`config.mk`:
```
export PLATFORM = sky130hd
export DESIGN_NAME = sa_result_writeback
export DESIGN_NICKNAME = d
export VERILOG_FILES = /design/src/rtl/sa_result_writeback.sv
export SDC_FILE = /design/constraint.sdc
export NUM_CORES = 1
export LEC_CHECK = 0
export ABC_AREA = 1
export CAP_MARGIN = 10
export CORE_MARGIN = 4
export CORE_UTILIZATION = 40
export CTS_CLUSTER_DIAMETER = 120
export CTS_CLUSTER_SIZE = 30
export DETAILED_ROUTE_END_ITERATION = 7
export GPL_ROUTABILITY_DRIVEN = 0
export PLACE_DENSITY = 0.75
export SLEW_MARGIN = 20
export SYNTH_ARGS = -nofsm -noshare
export SYNTH_HDL_FRONTEND = slang
export SYNTH_SLANG_ARGS = --single-unit
```
`constraint.sdc`:
```
create_clock -name clk -period 1.4 [get_ports clk]
set_input_delay 0.28 -clock clk [delete_from_list [all_inputs] [get_ports clk]]
set_output_delay 0.28 -clock clk [all_outputs]
set_load 0.02 [all_outputs]
```
`src/rtl/sa_result_writeback.sv`:
```
// Drains one N-lane result vector from the systolic array into SPAD_Y port0, one word per cycle.
// Optional ReLU at capture is enabled by defining SA_WB_RELU_EN.
module sa_result_writeback #(
  parameter int N  = 4,
  parameter int AW = 6,
  parameter int DW = 32
) (
  input  logic            clk,
  input  logic            n_rst,
  input  logic            y_valid_i,
  input  logic [N*DW-1:0] y_in,
  input  logic [AW-1:0]   base_addr_y,
  output logic            y_ready_o,
  output logic            spad_y_csb0,
  output logic [AW-1:0]   spad_y_addr0,
  output logic [DW-1:0]   spad_y_din0,
  output logic            busy_o,
  output logic            done_o,
  output logic            overrun_o
);

  // Handshake: y_valid_i is a one-cycle pulse; it is accepted only in a cycle
  // where y_ready_o=1, otherwise the vector is dropped and overrun_o latches.
  typedef enum logic [1:0] {IDLE, WRITE, DONE} state_t;

  state_t          state_q, state_d;
  logic [AW-1:0]   idx_q;
  logic [DW-1:0]   buf_q [N];
  logic [AW-1:0]   addr_q;
  logic [DW-1:0]   din_q;
  logic            csb_q;
  logic            overrun_q;
  logic            last_beat;

  assign last_beat = (idx_q == AW'(N - 1));

  function automatic logic [DW-1:0] wb_word(input logic [DW-1:0] w);
`ifdef SA_WB_RELU_EN
    return w[DW-1] ? '0 : w;
`else
    return w;
`endif
  endfunction

  always_comb begin
    state_d = state_q;
    case (state_q)
      IDLE:    if (y_valid_i) state_d = WRITE;
      WRITE:   if (last_beat) state_d = DONE;
      DONE:    state_d = IDLE;
      default: state_d = IDLE;
    endcase
  end

  always_ff @(posedge clk or negedge n_rst) begin
    if (!n_rst) state_q <= IDLE;
    else        state_q <= state_d;
  end

  // Lane 0 goes straight to the data flop at capture so beat 0 lands in the
  // first cycle; the remaining lanes queue in buf_q and shift toward index 0.
  always_ff @(posedge clk or negedge n_rst) begin
    if (!n_rst) begin
      idx_q  <= '0;
      addr_q <= '0;
      din_q  <= '0;
      csb_q  <= 1'b1;
      for (int i = 0; i < N; i++) buf_q[i] <= '0;
    end else begin
      case (state_q)
        IDLE: begin
          if (y_valid_i) begin
            for (int i = 0; i < N - 1; i++) buf_q[i] <= wb_word(y_in[(i+1)*DW +: DW]);
            buf_q[N-1] <= '0;
            idx_q  <= '0;
            addr_q <= base_addr_y;
            din_q  <= wb_word(y_in[DW-1:0]);
            csb_q  <= 1'b0;
          end
        end
        WRITE: begin
          if (last_beat) begin
            csb_q <= 1'b1;
          end else begin
            idx_q  <= idx_q + 1'b1;
            addr_q <= addr_q + 1'b1;
            din_q  <= buf_q[0];
            for (int i = 0; i < N - 1; i++) buf_q[i] <= buf_q[i+1];
            buf_q[N-1] <= '0;
          end
        end
        default: ;
      endcase
    end
  end

  always_ff @(posedge clk or negedge n_rst) begin
    if (!n_rst)                             overrun_q <= 1'b0;
    else if (y_valid_i && state_q != IDLE) overrun_q <= 1'b1;
  end

  assign y_ready_o    = (state_q == IDLE);
  assign busy_o       = (state_q != IDLE);
  assign done_o       = (state_q == DONE);
  assign spad_y_csb0  = csb_q;
  assign spad_y_addr0 = addr_q;
  assign spad_y_din0  = din_q;
  assign overrun_o    = overrun_q;

endmodule

```
==> impl_metrics.tcl, run 1 <==
set metrics [dict create \
    path_cells "buf_6 -> nand2_8 -> inv_8 -> nand2_8 -> nand2_8 -> buf_6 -> buf_6 -> nand2_2 -> o21ai_1" \
    num_vias 6378 \
    slew_headroom 0.774 \
    synth_nets 1007 \
    leakagePower_uw 0.00492 \
    internal_power_uw 15500 \
    fin_skew_ns 0.00804 \
    crit_slowest_cell "dfrtp_2" \
    p_per_area_nw_per_um2 2580 \
    die_area_um2 19100 \
    die_y_um 138 \
    setup_violations 104 \
    combPwrFrac 0.573 \
    start_util 0.409 \
    antenna_found_initial 2 \
    grt_setup_unrepaired "yes" \
    grt_remaining_overflow 0 \
    syn-cell-area_um2 6790 \
    dp_worst_setup_slack_ns -0.188 \
    worst-setup-path-type "flip-flop to flip-flop" \
    dr.pass1.iters 5 \
    avgSynthCellArea_um2 7.82 \
    area_delta_synth_final_pct 51.8 \
    r2r-end "buf_q[96]" \
    switching_share 0.415 \
    clockPowerShare 0.172 \
    worstPathArrival_ns 1.79 \
    fin_crit_ns 1.48 \
    wl_per_cell_um 15.9 \
    netSwitchingPower_uw 11000 \
    cp.buffers_inverters 4 \
    cp_slowest_stage_delay_ns 0.43 \
    fin_nets 1224 \
    seq_area_frac_synth 0.531 \
    crit_fanout 9 \
    seqPwrFrac 0.255 \
    final_cell_mix "nand2_1 (318), dfrtp_1 (142), clkdlybuf4s50_1 (135), inv_1 (104), o21ai_1 (96)" \
    grt_pass1_vias 5866 \
    peakVddDrop_v 0.00149 \
    grt.total_usage 0.193 \
    cts_buffers 17 \
    finalHoldViolCount 0 \
    core_region_area_um2 16600 \
    ff2ff_path_depth 9 \
    io_buffer_count 179 \
    status "finished, violations left" \
    cts.htree.levels 4 \
    dp_hpwl_mm 13.0 \
    cts_max_path_buffers 2 \
    max_freq_mhz 677 \
    tritoncts "built" \
    viasPerCell 4.83 \
    cts-root-buf "clkbuf_16" \
    drive_above_1_share 0.174 \
    final_common_cell "nand2_1" \
    drc 0 \
    clock_sinks 144 \
    setup_slack_ns -0.0782 \
    syn_inst 868 \
    cp-start-kind "flip-flop" \
    ys.warnings.count 0 \
    grt_pass1_wl_mm 29.6 \
    worstReg2RegStart "state_q[0]" \
    crit_required_ns 1.72 \
    drtIter0Drc 434 \
    grt_max_degree 52 \
    drt_wl_total_mm 21.0 \
    ys_seq_elements 144 \
    hold_ws_ns 0.305 \
    rrSetupSlack_ns -0.08 \
    drtAntennaViolNets 0 \
    hold_class "input pin to asynchronous set/reset pin" \
    cap_violations 0 \
    fin_crit_sh 1.06 \
    clkSlewWorstSetupHoldPaths_ns 0.06 \
    io_pins 180 \
    violations "setup timing" \
    worst_slew_pin_slew_ns 0.339 \
    insertion_delay_ns 0.43 \
    maxSlewViolCount 0 \
    rows 47 \
    ys_types 26 \
    crit_path_end_kind "flip-flop" \
    die_x_um 138 \
    cp_top_family "buffers and inverters" \
]
## flip-flops by register name, summed over array words and instances, names as in the netlist
name,flops
spad_y_addr0,6
state_q,2
spad_y_csb0,1
buf_q,96
overrun_o,1
spad_y_din0,32
idx_q,6
## synthesized netlist by cell type, drive strengths merged
| cell type | number | area share |
|---|---|---|
| inv | 109 | 0.060 |
| nand3 | 12 | 0.0088 |
| nand4 | 1 | 0.00092 |
| o21ai | 195 | 0.14 |
| o22ai | 1 | 0.00092 |
| buf | 40 | 0.040 |
| nor3 | 1 | 0.00074 |
| a21oi | 1 | 0.00074 |
| dfstp | 1 | 0.0039 |
| ha | 2 | 0.0037 |
| nor2 | 9 | 0.0053 |
| clkbuf | 11 | 0.0063 |
| xor2 | 3 | 0.0039 |
| or2 | 4 | 0.0037 |
| a21o | 1 | 0.0011 |
| o21bai | 1 | 0.0011 |
| dfrtp | 143 | 0.53 |
| nand2 | 333 | 0.19 |
## power by group through the flow
stage          Sequential, µW  Combinational (µW)  Clock [µW]
2_1_floorplan            7390                7080           0
3_3_place_gp             6760               11500           0
3_5_place_dp             6840               11800           0
4_1_cts                  6770               12300        4600
5_1_grt                  6970               16700        4820
6_report                 6780               15200        4560
## per-layer routing
| metal | share of wire | track usage | vias to the layer above |
|---|---|---|---|
| met5 | 0 | 0 | - |
| met2 | 0.49 | 0.314 | 186 |
| met1 | 0.44 | 0.247 | 2989 |
| met3 | 0.044 | 0.0494 | 52 |
| li1 | - | - | 3151 |
| met4 | 0.027 | 0.0780 | 0 |
## worst max-delay path by stage
stage,from,endpoint,slack (ns),depth (start not counted)
2_1_floorplan,idx_q[0],spad_y_addr0[2],0.02,9
3_3_place_gp,y_valid_i,idx_q[4],-0.20,7
3_5_place_dp,y_valid_i,idx_q[4],-0.19,7
4_1_cts,state_q[1],busy_o,-0.06,3
5_1_grt,state_q[1],buf_q[114],-0.14,7
6_report,state_q[0],buf_q[96],-0.08,9
## final cells by class
type	instances	area, µm²
fillers	1426	6280
flip-flops and latches	144	3610
diodes	2	5.00
inverters	109	424
multi-input cells	566	2670
clock buffers	21	480
clock inverters	11	111
repair buffers	247	2730
well taps	220	275
## cells by family (layout without fill, tap and decap cells)
| group | Yosys count | count (layout) | share of synthesized area |
|---|---|---|---|
| and+or+nand+nor | 360 | 362 | 0.207 |
| AOI/OAI and AO/OA | 199 | 199 | 0.148 |
| buffers and inverters | 160 | 388 | 0.107 |
| DFF | 144 | 144 | 0.531 |
| xor gates and xnor gates | 3 | 3 | 0.00387 |
| adders and majority gates | 2 | 2 | 0.00369 |
| other | 0 | 2 | 0 |
## metrics by stage
step / total power (µW) / setup TNS, ns / cells / area [µm²] / util
after CTS: 23700 / -1.20 / 1298 / 9810 / 0.591
final: 26600 / -2.43 / 1320 / 10300 / 0.621
after floorplan: 14500 / 0 / 868 / 6790 / -
after detailed placement: 18600 / -18.32 / 1260 / 9070 / 0.547
after global placement: 18300 / -14.49 / 1260 / 9070 / 0.547
after global routing: 28500 / -11.14 / 1320 / 10300 / 0.621
## repair_timing
| action | 4_1_cts | 5_1_grt |
|---|---|---|
| pin swaps | 2 | 5 |
| gates cloned | 1 | 19 |
| hold buffers | 1 | 0 |
| gates resized for setup | 135 | 94 |
| buffers inserted | 4 | 1 |
| setup endpoints to repair | 165 | 166 |
| endpoints found under the hold margin | 23 | 0 |
## worst reg2reg max path, stage by stage (launching register included)
cell,delay [ns]
dfrtp_2,0.43
buf_6,0.13
nand2_8,0.15
inv_8,0.06
nand2_8,0.11
nand2_8,0.13
buf_6,0.15
buf_6,0.11
nand2_2,0.04
o21ai_1,0.05
(Power assumes the default switching activity.)
==> inputs of run 2 (changes only) <==
--- a/config.mk
+++ b/config.mk
@@ -7,6 +7,7 @@
 export LEC_CHECK = 0
 export ABC_AREA = 1
 export CAP_MARGIN = 10
+export CORE_ASPECT_RATIO = 0.6
 export CORE_MARGIN = 4
 export CORE_UTILIZATION = 40
 export CTS_CLUSTER_DIAMETER = 120
==> run 2 against run 1 <==
Against the previous run: the run still ends with setup timing left; final cell count rose by 3.5%; clock skew rose by 0.0049 ns; sequential cell count did not move; utilization rose by 8.0 points; register-to-register slack got worse by 0.19 ns; hold slack improved by 0.039 ns; critical path depth rose by 1; clock power rose by 6.6%; sequential power barely moved; largest power group unchanged.
==> impl_metrics.tcl, run 2 (same netlist as run 1, synthesis figures left out) <==
set metrics [dict create \
    viasPerCell 4.96 \
    dp_hpwl_mm 14.0 \
    antenna_cells 0 \
    maxSlewViolCount 0 \
    die_y_um 109 \
    fin_crit_ns 1.67 \
    grt_pass1_vias 6712 \
    insertion_delay_ns 0.41 \
    rrSetupSlack_ns -0.27 \
    hold_class "input pin to asynchronous set/reset pin" \
    clkSlewWorstSetupHoldPaths_ns 0.06 \
    grt.total_usage 0.248 \
    grt_pass1_wl_mm 36.9 \
    place_area_um2 9030 \
    antenna_found_initial 0 \
    worst-setup-path-type "flip-flop to flip-flop" \
    cp-start-kind "flip-flop" \
    clock_sinks 144 \
    stdcell_area_um2 11500 \
    cts.htree.levels 4 \
    io_buffer_count 179 \
    grt_remaining_overflow 0 \
    crit_required_ns 1.68 \
    worstReg2RegStart "state_q[1]" \
    io_pins 180 \
    grt_setup_unrepaired "yes" \
    die_x_um 176 \
    drtIter0Drc 458 \
    tritoncts "built" \
    slew_headroom 0.677 \
    setup_slack_ns -0.270 \
    die_area_um2 19200 \
    worst_slew_pin_slew_ns 0.479 \
    wl_per_cell_um 17.8 \
    cts-root-buf "clkbuf_16" \
    rows 36 \
    stdcell_count 1366 \
    worstPathArrival_ns 1.95 \
    fillers 1216 \
    crit_path_end_kind "flip-flop" \
    peakVddDrop_v 0.00120 \
    finalHoldViolCount 0 \
    start_util 0.413 \
    p_per_area_nw_per_um2 2880 \
    core_region_area_um2 16400 \
    largest_reg_flops 96 \
    cts_buffers 17 \
    area_delta_synth_final_pct 70.0 \
    final_common_cell "nand2_1" \
    drt_wl_total_mm 24.4 \
    leakagePower_uw 0.00547 \
    dr.pass1.iters 5 \
    cts_max_path_buffers 2 \
    fin_skew_ns 0.0130 \
    num_vias 6779 \
    cap_violations 0 \
    drive_above_1_share 0.306 \
    crit_fanout 6 \
    grt_max_degree 63 \
    violations "setup timing" \
    dp.cells 1267 \
    fin_nets 1264 \
    ff2ff_path_depth 10 \
    max_freq_mhz 599 \
    fin_crit_sh 1.19 \
    top_register "buf_q" \
    final_cell_mix "nand2_1 (252), dfrtp_1 (142), clkdlybuf4s50_1 (135), inv_1 (104), o21ai_2 (77)" \
    drc 0 \
    r2r-end "buf_q[88]" \
    drtAntennaViolNets 0 \
    status "finished, violations left" \
    setup_violations 144 \
]
run 2: changes by cell type in the layout (fill, tap and decap cells not counted), sizes merged:
| cell | change |
|---|---|
| nand2 | +1 |
| bufbuf | +4 |
| diode | -2 |
| clkinvlp | +1 |
| clkdlybuf4s15 | +2 |
| clkinv | -2 |
| bufinv | +2 |
| clkbuf | -11 |
| buf | +43 |
run 2: worst max-delay path: stages, from the launching register on:
cell       delay [ns]
dfrtp_1          0.40
buf_6            0.13
nor2_4           0.10
buf_6            0.11
buf_6            0.10
nand2_8          0.07
buf_12           0.16
nand2_8          0.11
buf_12           0.15
clkbuf_16        0.15
o21ai_1          0.06
run 2: cell type report:
| cell class | instances | area (µm²) | area share |
|---|---|---|---|
| clock buffer | 20 | 437 | 0.0378 |
| timing repair buffer | 286 | 3430 | 0.297 |
| tap | 228 | 285 | 0.0247 |
| clock inverter | 12 | 185 | 0.0161 |
| sequential | 144 | 3610 | 0.313 |
| multi-input combinational | 567 | 3170 | 0.275 |
| inverter | 109 | 423 | 0.0367 |
run 2: worst max path at each step:
| stage | cells after the start | end | start | slack [ns] |
|---|---|---|---|---|
| floorplan | 9 | spad_y_addr0[2] | idx_q[0] | 0.02 |
| global placement | 5 | buf_q[97] | y_valid_i | -0.20 |
| detailed placement | 6 | buf_q[65] | y_valid_i | -0.24 |
| CTS | 11 | buf_q[65] | state_q[1] | -0.21 |
| global route | 10 | buf_q[88] | state_q[1] | -0.32 |
| finish | 10 | buf_q[88] | state_q[1] | -0.27 |
run 2: timing repair:
item / CTS / global route
buffers inserted: 32 / 10
endpoints found under the setup margin: 171 / 180
endpoints found under the hold margin: 28 / 0
pin swaps: 7 / 19
resized for setup: 234 / 165
hold buffers: 1 / 0
cloned: 29 / 6
run 2: routing by layer:
| metal | track usage | share of wire | vias to the layer above |
|---|---|---|---|
| li1 | - | - | 3231 |
| met1 | 0.370 | 0.47 | 3269 |
| met2 | 0.374 | 0.45 | 263 |
| met3 | 0.0589 | 0.070 | 16 |
| met4 | 0.0434 | 0.0078 | 0 |
| met5 | 0 | 0 | - |
run 2: where the power goes:
group          internal, µW  switching [µW]
clock network          3010            1850
logic                 10300           11300
registers              6100             695
total                 19400           13900
run 2: stage by stage:
stage	total power [µW]	util	hold slack (ns)	setup WS, ns	setup TNS (ns)
final	33300	0.702	0.344	-0.270	-25.86
after global routing	35200	0.702	0.352	-0.318	-33.91
after CTS	31300	0.684	0.352	-0.211	-21.35
after detailed placement	18700	0.549	0.207	-0.238	-18.20
after global placement	18300	0.549	0.202	-0.197	-13.61
after floorplan	14500	-	-0.0156	0.0247	0
